`src/rtl/calc_op_sequencer.sv`:
```
// Sign-magnitude calculator: one add/sub/mul/div per start, sequenced IDLE->EXEC->CHECK->DONE.
// Mul is radix-2 shift-add and div is restoring division, each iterating WIDTH cycles.
module calc_op_sequencer #(
    parameter int WIDTH   = 16,
    parameter int MAX_VAL = 9999
) (
    input  logic             clk,
    input  logic             rst,
    input  logic             start,
    input  logic [1:0]       op,
    input  logic [WIDTH-1:0] a_mag,
    input  logic [WIDTH-1:0] b_mag,
    input  logic             a_sign,
    input  logic             b_sign,
    output logic             busy,
    output logic             done,
    output logic [WIDTH-1:0] result,
    output logic             result_sign,
    output logic             err_ovf,
    output logic             err_div0
);

    localparam int CNT_W = $clog2(WIDTH) + 1;
    localparam logic [2*WIDTH-1:0] MAX_FULL = (2*WIDTH)'(MAX_VAL);

    localparam logic [1:0] OP_ADD = 2'b00;
    localparam logic [1:0] OP_MUL = 2'b10;
    localparam logic [1:0] OP_DIV = 2'b11;

    typedef enum logic [1:0] {IDLE, EXEC, CHECK, DONE} state_t;

    state_t             state, state_nxt;
    logic [1:0]         op_r;
    logic [WIDTH-1:0]   a_mag_r, b_mag_r;
    logic               a_sign_r, b_sign_r;
    logic [2*WIDTH-1:0] prod_r;
    logic               sign_r;
    logic [CNT_W-1:0]   cnt_r;
    logic [2*WIDTH-1:0] mag_full;
    logic               div0_req;

    // Sign-magnitude add; returns {sign, WIDTH+1 bit magnitude}.
    function automatic logic [WIDTH+1:0] sm_add(
        input logic [WIDTH-1:0] am, input logic as_,
        input logic [WIDTH-1:0] bm, input logic bs_);
        logic [WIDTH:0] mag;
        logic           sgn;
        if (as_ == bs_) begin
            mag = {1'b0, am} + {1'b0, bm};
            sgn = as_;
        end else if (am >= bm) begin
            mag = {1'b0, am} - {1'b0, bm};
            sgn = as_;
        end else begin
            mag = {1'b0, bm} - {1'b0, am};
            sgn = bs_;
        end
        return {sgn, mag};
    endfunction

    // One shift-add step: multiplier sits in the low half and shifts out as the product grows.
    function automatic logic [2*WIDTH-1:0] mul_step(
        input logic [2*WIDTH-1:0] p, input logic [WIDTH-1:0] mcand);
        logic [WIDTH:0] upper;
        upper = {1'b0, p[2*WIDTH-1:WIDTH]} + (p[0] ? {1'b0, mcand} : '0);
        return {upper, p[WIDTH-1:1]};
    endfunction

    // One restoring step: remainder in the high half, dividend/quotient in the low half.
    function automatic logic [2*WIDTH-1:0] div_step(
        input logic [2*WIDTH-1:0] p, input logic [WIDTH-1:0] dvsr);
        logic [WIDTH:0] part;
        logic [WIDTH:0] trial;
        part  = p[2*WIDTH-1:WIDTH-1];
        trial = part - {1'b0, dvsr};
        if (!trial[WIDTH])
            return {trial[WIDTH-1:0], p[WIDTH-2:0], 1'b1};
        else
            return {p[2*WIDTH-2:0], 1'b0};
    endfunction

    assign div0_req = (op == OP_DIV) && (b_mag == '0);
    assign mag_full = (op_r == OP_DIV) ? {{WIDTH{1'b0}}, prod_r[WIDTH-1:0]} : prod_r;
    assign busy     = (state != IDLE);
    assign done     = (state == DONE);

    always_ff @(posedge clk or posedge rst) begin
        if (rst) state <= IDLE;
        else     state <= state_nxt;
    end

    always_comb begin
        state_nxt = state;
        case (state)
            IDLE:  if (start) state_nxt = div0_req ? DONE : EXEC;
            EXEC:  if (!op_r[1] || cnt_r == '0) state_nxt = CHECK;
            CHECK: state_nxt = DONE;
            DONE:  state_nxt = IDLE;
            default: state_nxt = IDLE;
        endcase
    end

    always_ff @(posedge clk or posedge rst) begin
        if (rst) begin
            op_r        <= '0;
            a_mag_r     <= '0;
            b_mag_r     <= '0;
            a_sign_r    <= 1'b0;
            b_sign_r    <= 1'b0;
            prod_r      <= '0;
            sign_r      <= 1'b0;
            cnt_r       <= '0;
            result      <= '0;
            result_sign <= 1'b0;
            err_ovf     <= 1'b0;
            err_div0    <= 1'b0;
        end else begin
            case (state)
                // Accept: latch operands, clear outputs, preload the iteration register.
                IDLE: if (start) begin
                    op_r        <= op;
                    a_mag_r     <= a_mag;
                    b_mag_r     <= b_mag;
                    a_sign_r    <= a_sign;
                    b_sign_r    <= b_sign;
                    sign_r      <= a_sign ^ b_sign;
                    cnt_r       <= CNT_W'(WIDTH - 1);
                    result      <= '0;
                    result_sign <= 1'b0;
                    err_ovf     <= 1'b0;
                    err_div0    <= div0_req;
                    case (op)
                        OP_MUL:  prod_r <= {{WIDTH{1'b0}}, b_mag};
                        OP_DIV:  prod_r <= {{WIDTH{1'b0}}, a_mag};
                        default: prod_r <= '0;
                    endcase
                end
                EXEC: begin
                    case (op_r)
                        OP_MUL: prod_r <= mul_step(prod_r, a_mag_r);
                        OP_DIV: prod_r <= div_step(prod_r, b_mag_r);
                        default: begin
                            logic [WIDTH+1:0] sum;
                            sum    = sm_add(a_mag_r, a_sign_r, b_mag_r, b_sign_r ^ (op_r != OP_ADD));
                            sign_r <= sum[WIDTH+1];
                            prod_r <= {{(WIDTH-1){1'b0}}, sum[WIDTH:0]};
                        end
                    endcase
                    if (op_r[1] && cnt_r != '0) cnt_r <= cnt_r - 1'b1;
                end
                // Range check against the display limit; zero is always positive.
                CHECK: begin
                    if (mag_full > MAX_FULL) begin
                        err_ovf     <= 1'b1;
                        result      <= '0;
                        result_sign <= 1'b0;
                    end else begin
                        result      <= mag_full[WIDTH-1:0];
                        result_sign <= sign_r && (mag_full != '0);
                    end
                end
                default: ;
            endcase
        end
    end

endmodule

```
`config.mk`:
```
export PLATFORM = sky130hd
export DESIGN_NAME = calc_op_sequencer
export DESIGN_NICKNAME = d
export VERILOG_FILES = /design/src/rtl/calc_op_sequencer.sv
export SDC_FILE = /design/constraint.sdc
export NUM_CORES = 1
export LEC_CHECK = 0
export ABC_AREA = 1
export CORE_MARGIN = 2
export CORE_UTILIZATION = 45
export CTS_BUF_LIST = sky130_fd_sc_hd__clkbuf_4 sky130_fd_sc_hd__clkbuf_8 sky130_fd_sc_hd__clkbuf_16
export DETAILED_ROUTE_END_ITERATION = 8
export MAX_ROUTING_LAYER = met4
export PLACE_DENSITY = 0.71
export RECOVER_POWER = 25
export SLEW_MARGIN = 20
export SYNTH_ARGS = -nofsm -noshare
export SYNTH_HDL_FRONTEND = slang
export SYNTH_SLANG_ARGS = --single-unit
```
`constraint.sdc`:
```
create_clock -name clk -period 3.7 [get_ports clk]
set_input_delay 0.555 -clock clk [delete_from_list [all_inputs] [get_ports clk]]
set_output_delay 0.555 -clock clk [all_outputs]
set_load 0.01 [all_outputs]
```
-- Word-level counts from Yosys, hierarchy flattened
Cells that the tools add are included.
- register bits: 95
- output and inout bits: 21
- bits of input ports: 39
- word-level logic and storage cells: 87
- eq/ne operators: 13
- bitwise gates (word level): 2
- $add $sub $neg: 6
- muxes and demuxes: 29
- magnitude comparators: 2
- reductions and logical operators: 22
- operators with widths (cell ; count):
    one-hot mux 32 bit (2 select lines) ; 2
    two-way mux 32 bit ; 3
    one-hot mux 16 bit (2 select lines) ; 2
    two-way mux 16 bit ; 3
    adder 16 x 16 -> 17 bit ; 2
    two-way mux 17 bit ; 2
    subtractor 16 x 16 -> 17 bit ; 2
    greater-than comparator 32 x 14 -> 1 bit, second input constant ; 1
    nonzero test 32 bit ; 1
    subtractor 17 x 16 -> 17 bit ; 1
    greater-or-equal comparator 16 bit ; 1
    logical NOT 16 bit ; 1
    equality test 2 bit, second input constant ; 6
    two-way mux 5 bit ; 2
    inequality test 2 bit, second input constant ; 5
    one-hot mux 5 bit (2 select lines) ; 1
    AND reduction 3 bit ; 3
    one-hot mux 2 bit (4 select lines) ; 1
    AND reduction 2 bit ; 4
    nonzero test 2 bit ; 4
    two-way mux 1 bit ; 7
    two-way mux 2 bit ; 3
    one-hot mux 1 bit (2 select lines) ; 3
    logical NOT 5 bit ; 1
    other kinds (10) ; 13

-- Depth between registers and ports, before layout
Gate-level depths: netlist (run 1).
- depth in word-level cells: 6
- gate-level depth with buffers: 21
- mapped depth without buffers: 20

-- Least setup slack after synthesis (run 1)
Ideal clock, no wire load.
- kind: register -> register
- start point: register prod_r[0]
- end point: register prod_r[25]
- period minus slack after synthesis: 2.429 ns
- setup slack: 1.271 ns
- stages on the path, launching flop included: 21
- data required time: 3.583 ns
- data arrival time: 2.312 ns
- setup time: 0.117 ns
- buffers on the path: 1
- path through: dfrtp_1 > clkbuf_1 > nand2_1 > inv_1 > ha_1 > inv_1 > fa_1 > inv_1 > nand2_1 > nand2_1 > nand2_1 > nand2_1 > a21oi_1 > o21ai_0 > nand2_1 > nand2_1 > nand2_1 > nand3_1 > nand2_1 > nand2_1 > nand2_1
- longest elaborated chain between the ends: 4
- ends and longest elaborated chain (element ; RTL line ; text):
    from (decl) ; 36 ; logic [2*WIDTH-1:0] prod_r;
    from (signal assigned) ; 133 ; OP_MUL: prod_r <= {{WIDTH{1'b0}}, b_mag};
    from (signal assigned) ; 134 ; OP_DIV: prod_r <= {{WIDTH{1'b0}}, a_mag};
    from (signal assigned) ; 140 ; OP_MUL: prod_r <= mul_step(prod_r, a_mag_r);
    two-way mux 16 bit ; 65 ; upper = {1'b0, p[2*WIDTH-1:WIDTH]} + (p[0] ? {1'b0, mcand} : '0);
    adder 16 x 16 -> 17 bit ; 65 ;
    one-hot mux 32 bit (2 select lines) ; 139 ; case (op_r)
    one-hot mux 32 bit (2 select lines) ; 118 ; case (state)
No other way between the ends.
A chain may end at the register's enable or synchronous reset.

-- Worst setup path after layout (run 1)
Same ends and word-level chain as after synthesis.

==> results of run 1 <==
## flip-flops by register name, indices dropped and copies added, names as in the netlist, 2 cells and up
name and cells:
state 2, cnt_r 5, prod_r 32, result 16
b_mag_r 16, a_mag_r 16, op_r 2
## cell type report
type,instances,area [µm²],area share (%)
multi-input combinational,1159,6200,56.3
clock buffer,9,225,2.04
tap,280,350,3.18
timing repair buffer,74,703,6.38
sequential,95,2380,21.6
inverter,293,1100,9.98
clock inverter,7,66.3,0.602
## layout by cell type (no fill, tap or decap), drive strengths merged, types with 6 or more instances in the layout
cell type and n:
clkdlybuf4s50 59, xnor2 9, nor2 66, xor2 16, nor3 13, clkbuf 9
dfrtp 95, clkinv 6, o21bai 6, nand2 551, ha 87, a221oi 15
o21ai 114, inv 293, buf 15, nand3 106, nand4 25, nor4 7
o22ai 30, a21oi 85
## worst max-delay path: stages (launching register included)
cell and delay, ns:
dfrtp_1 0.82, nand2_1 0.11, inv_1 0.08, ha_1 0.18, inv_1 0.07, fa_1 0.35
inv_1 0.09, nand2_1 0.05, nand2_1 0.05, nand2_1 0.05, nand2_1 0.09, a21oi_1 0.12
o21ai_0 0.49, nand2_1 0.14, nand2_1 0.09, nand2_1 0.05, nand3_1 0.06, nand2_1 0.05
nand2_1 0.06, nand2_1 0.04
## cells by family after synthesis
group                      after synthesis  share of synthesized area, %
and+or+nand+nor                        775                          33.0
xor gates and xnor gates                25                          2.21
AOI/OAI and AO/OA                      267                          15.2
adders and majority gates               92                          12.0
buffers and inverters                  343                          13.6
DFF                                     95                          23.9
## worst max-delay path by stage
stage	from	end	slack [ns]	cells after the start
after floorplan	rst	a_mag_r[0]	0.67	1
after detailed placement	prod_r[0]	prod_r[27]	0.60	19
after global routing	prod_r[0]	prod_r[25]	0.18	19
after global placement	b_mag_r[1]	prod_r[18]	0.66	16
final	prod_r[0]	prod_r[25]	0.55	19
after CTS	prod_r[0]	prod_r[27]	0.60	19
## routing by layer
metal  up-vias  wire, µm
met5         -         0
met1      4840     15200
met4         0      1760
met3       114      3040
met2       556     15000
li1       5156         -
## metrics by stage
stage / utilization (%) / hold slack (ns) / cells / instance area [µm²] / worst slack [ns]
after floorplan: - / 0.468 / 1597 / 9930 / 0.668
after global placement: 49.3 / 0.488 / 1901 / 10700 / 0.664
after detailed placement: 49.3 / 0.490 / 1901 / 10700 / 0.602
after CTS: 50.7 / 0.502 / 1917 / 11000 / 0.595
after global routing: 50.7 / 0.535 / 1917 / 11000 / 0.177
final: 50.7 / 0.499 / 1917 / 11000 / 0.548
==> summary.md, run 1 <==
| Metric | Value |
|---|---|
| # resized after CTS | 0 |
| Die extent in y | 153 µm |
| Synth cell types | 47 |
| Routed wire length | 34900 µm |
| Width of the die | about 150 µm |
| Max-slew headroom | -75.1% |
| Vias in the first global route | 10.1k |
| CP arrival | 3.41 ns |
| Worst Clk Skew | about 0.0073 ns |
| Io pins | 60 |
| Clk Tree Root Cell | clkbuf_16 |
| Setup TNS | 0 ns |
| Max Slew Vio Count | 68 |
| Reg clk slew, reported paths | approximately 0.08 ns |
| CTS sink count | 95 |
| Mapped Area | 9930 µm² |
| EDFF count, synth | 0 |
| CP Max Fanout | 19 |
| Final Hold Viols | 0 |
| Synth-to-Final Area Change | 11.0% |
| DR vias/cell | ~5.6 |
| Number of hold buffers added after CTS | 0 |
| Status | finished, violations left |
| Later-pin clock latency in the skew report | ~0.36 ns |
| Fillcell total | roughly 2.3k |
| Hold endpoint | result[15] |
| Worst endpoint required time | 3.96 ns |
| Worst Hold Class | reg2reg |
| HP Start | result[15] |
| Synth cell count leaders | nand2_1, inv_1, nand3_1, o21ai_0, dfrtp_1 |
| Yosys top cell area share | about a quarter |
| Critical path class | reg2reg |
| Syn_area_per_cell | between 6 and 7 µm² |
| Global-route wire length before repair | roughly 55000 µm |
| Iter 0 DRT Violations | approximately 1.1k |
| Synth top area cells | dfrtp_1, nand2_1, ha_1, inv_1, nand3_1 |
| HPWL Detailed | approximately 28000 µm |
| Hold path depth | 2 |
| N_diodes | 0 |
| RSZ-0062 raised after global routing | no |
| DRC Markers | 0 |
| Starting density of the core | a little under half |
| Total GRT Usage | 30.9% |
| WL/cell | 18.2 µm |
| Met1 Use GR | a little over 40% |
| Gr busiest metal | met2 |
| Core area | 21800 µm² |
| Register area share after synthesis | between 20% and 30% |
| Commonest register cell after synthesis | dfrtp_1 |
| H-tree levels | 3 |
| CP startpoint kind | register |
| Std-Cell Rows | 54 |
| TritonCTS buffer count | 9 |
| Share of post-route cells with drive strength above 1 | under 10% |
| Yosys warns | 0 |
| GPL Wtd Cong | about 1.1 |
| Post-synth ARST share | 100% |
| R2r setup slk | approximately 0.55 ns |
| Setup Fix Bufs, Post-CTS | 0 |
| Measured slew at the worst slew-check pin | 2.62 ns |
| Via count | about 11k |
| Critical path capture point type | register |
| Syn Nets | approximately 1.7k |
| Met3 GRT Util | between 4 and 5% |
| Most frequent cell after synthesis | nand2_1 |
| Grt ovf | 0 |
| Die ar. | 23300 µm² |
| Initial antenna violation count | 0 |
| Antenna Nets Post-Route | 0 |
| Largest area contributor in the synthesized netlist | dfrtp_1 |
| Violated checks | max-capacitance violations, max-slew violations |
| Worst reg2reg path depth | 19 |
| Fin nets | about 1.8k |
| CTS tree | yes |
| Period utilization | between 80% and 90% |
| Total of max-cap violations | 1 |
| Reg-to-Reg End | prod_r[25] |
| Post-Syn Instances | around 1.6k |
| Clk buf depth | 2 |
| Seq cells post-synth | between 90 and 100 |
| R2r startpoint | prod_r[0] |
| Largest net degree at the start of global routing | approximately 70 |
| Final setup vio count | 0 |
| 1st-pass router iterations | 6 |
| Buffers on Ports | 59 |
| Min Tclk post-route | between 3 and 4 ns |
| GR Layer Usage met2 | between 40% and 50% |
| FMAX | 317 MHz |
Power of run 1 is not shown: default switching activity piles up to over one toggle a cycle in this logic, so the estimate is an artifact.
==> inputs of run 2 (changes only) <==
--- a/config.mk
+++ b/config.mk
@@ -6,12 +6,11 @@
 export NUM_CORES = 1
 export LEC_CHECK = 0
 export ABC_AREA = 1
-export CORE_MARGIN = 2
-export CORE_UTILIZATION = 45
+export CORE_UTILIZATION = 27
 export CTS_BUF_LIST = sky130_fd_sc_hd__clkbuf_4 sky130_fd_sc_hd__clkbuf_8 sky130_fd_sc_hd__clkbuf_16
 export DETAILED_ROUTE_END_ITERATION = 8
 export MAX_ROUTING_LAYER = met4
-export PLACE_DENSITY = 0.71
+export PLACE_DENSITY = 0.5
 export RECOVER_POWER = 25
 export SLEW_MARGIN = 20
 export SYNTH_ARGS = -nofsm -noshare
==> summary.md, run 2 (synthesis results as in run 1) <==
| Metric | Value |
|---|---|
| Fin nets | approximately 1.8k |
| Reg clk slew, reported paths | 0.08 ns |
| R2r startpoint | b_mag_r[1] |
| Critical path capture point type | register |
| CTS tree | yes |
| Die ar. | 37500 µm² |
| Critical path class | reg2reg |
| Initial antenna violation count | 0 |
| Met2 wire len | 16900 µm |
| Final Hold Viols | 0 |
| Crit-path slowest cell | fa_1 |
| Vias in the first global route | between 10k and 15k |
| TritonCTS buffer count | 9 |
| CTS sink count | 95 |
| Max Slew Vio Count | between 60 and 70 |
| Routed wire length | slightly below 40000 µm |
| Fillcell total | 4063 |
| Setup TNS | 0 ns |
| Min Tclk post-route | between 3 and 4 ns |
| Reg-to-Reg End | prod_r[25] |
| CP Max Fanout | 22 |
| Starting density of the core | between 20% and 30% |
| Clk Tree Root Cell | clkbuf_16 |
| Std-Cell Rows | 69 |
| HPWL Detailed | 32000 µm |
| Setup Fix Bufs, Post-CTS | 0 |
| GPL Wtd Cong | 0.967 |
| R2r setup slk | a little under 0.5 ns |
| Number of hold buffers added after CTS | 0 |
| Measured slew at the worst slew-check pin | 2.60 ns |
| Iter 0 DRT Violations | approximately 960 |
| Wire length on met3 | between 2000 and 2500 µm |
| Io pins | 60 |
| Violated checks | max-capacitance violations, max-slew violations |
| N_diodes | 0 |
| Commonest non-fill, non-tap cell in the layout | nand2_1 |
| RSZ-0062 raised after global routing | no |
| Synth-to-Final Area Change | 13.7% |
| Clk buf depth | 2 |
| DR vias/cell | between 4 and 5 |
| Worst reg2reg path depth | 16 |
| Footprint of the multi-input gates | about 6200 µm² |
| Worst Hold Class | reg2reg |
| Commonest non-fill, non-tap cells in the layout | nand2_1, inv_1, nand3_1, o21ai_0, dfrtp_1 |
| Max-slew headroom | -73.1% |
| DRC Markers | 0 |
| Largest net degree at the start of global routing | 72 |
| Buffers on Ports | 59 |
| CP arrival | around 3.5 ns |
| Width of the die | ~190 µm |
| H-tree levels | 3 |
| # resized after CTS | 0 |
| Hold endpoint | result[15] |
| Worst Clk Skew | 0.0170 ns |
| 1st-pass router iterations | 6 |
| Period utilization | about 87% |
| WL/cell | ~19 µm |
| Via count | 10.5k |
| Global-route wire length before repair | between 60000 and 70000 µm |
| Die extent in y | between 150 and 200 µm |
| Total of max-cap violations | 1 |
| Grt ovf | 0 |
| Total GRT Usage | a little over a fifth |
| Share of post-route cells with drive strength above 1 | under 10% |
| Max FFs per register | 32 |
| Hold path depth | 2 |
| Core area | roughly 36000 µm² |
| Crit path largest cell delay | 0.50 ns |
| Antenna Nets Post-Route | 0 |
| Crit-path cells | inv_1, fa_1, nand3_1, nand3_1, nand2_1, nand3_1, nand3_1, nand2_1, nand2_1, nand2_2, inv_2, nand2_1, nand3_1, nand2_1, nand2_1, nand2_1 |
| HP Start | result[15] |
| Final setup vio count | 0 |
| Reg area | roughly 2400 µm² |
| Register with the most flip-flops | prod_r |
| FMAX | 312 MHz |
| Later-pin clock latency in the skew report | 0.37 ns |
| Most common cell on crit path | nand2_1 |
| M1 WL | ~19000 µm |
| CP startpoint kind | register |
| Top layer in use | met4 |
| Status | finished, violations left |
| Worst endpoint required time | roughly 4 ns |
run 2: critical path, delay by kind of cell, from the launching register on:
kind          cells  cell delay, ns
buf+inv           2            0.58
fa+ha+maj         1            0.50
simple gates     13            1.50
flops             1            0.49
run 2: final cells by class:
type                    count  area share, %
well taps                 461           5.11
clock inverters             7          0.587
repair buffers             80           6.63
multi-input cells        1159           54.9
inverters                 293           9.74
flip-flops and latches     95           21.1
clock buffers               9           1.99
run 2: worst max-delay path by stage:
| stage | startpoint | endpoint | slack [ns] | cells after the start |
|---|---|---|---|---|
| 3_5_place_dp | b_mag_r[1] | prod_r[28] | 0.54 | 16 |
| 4_1_cts | b_mag_r[1] | prod_r[28] | 0.52 | 16 |
| 6_report | b_mag_r[1] | prod_r[25] | 0.50 | 16 |
| 2_1_floorplan | rst | a_mag_r[0] | 0.67 | 1 |
| 5_1_grt | b_mag_r[1] | prod_r[28] | 0.13 | 16 |
| 3_3_place_gp | b_mag_r[1] | prod_r[25] | 0.53 | 16 |
run 2: routing by layer:
layer,global-route usage (%),vias to the layer above
li1,-,5147
met1,29.6,4926
met2,32.4,341
met3,2.24,53
met4,7.56,0
met5,-,-
run 2: stage by stage:
step,cell area (µm²),hold slack [ns],util [%],setup WS [ns],cells
final,11300,0.505,31.4,0.497,2104
after global routing,11300,0.521,31.4,0.129,2104
after CTS,11300,0.509,31.4,0.522,2104
after detailed placement,11000,0.490,30.6,0.535,2088
after global placement,11000,0.484,30.6,0.527,2088
after floorplan,9930,0.468,-,0.668,1597
Power of run 2 is left out for the same reason.
==> inputs of run 3 (changes only) <==
--- a/config.mk
+++ b/config.mk
@@ -7,7 +7,6 @@
 export LEC_CHECK = 0
 export ABC_AREA = 1
 export CORE_UTILIZATION = 27
-export CTS_BUF_LIST = sky130_fd_sc_hd__clkbuf_4 sky130_fd_sc_hd__clkbuf_8 sky130_fd_sc_hd__clkbuf_16
 export DETAILED_ROUTE_END_ITERATION = 8
 export MAX_ROUTING_LAYER = met4
 export PLACE_DENSITY = 0.5
==> results of run 3 <==
No change in the layout: final DEF, timing and power equal those of run 2.
Power of run 3 is left out for the same reason.
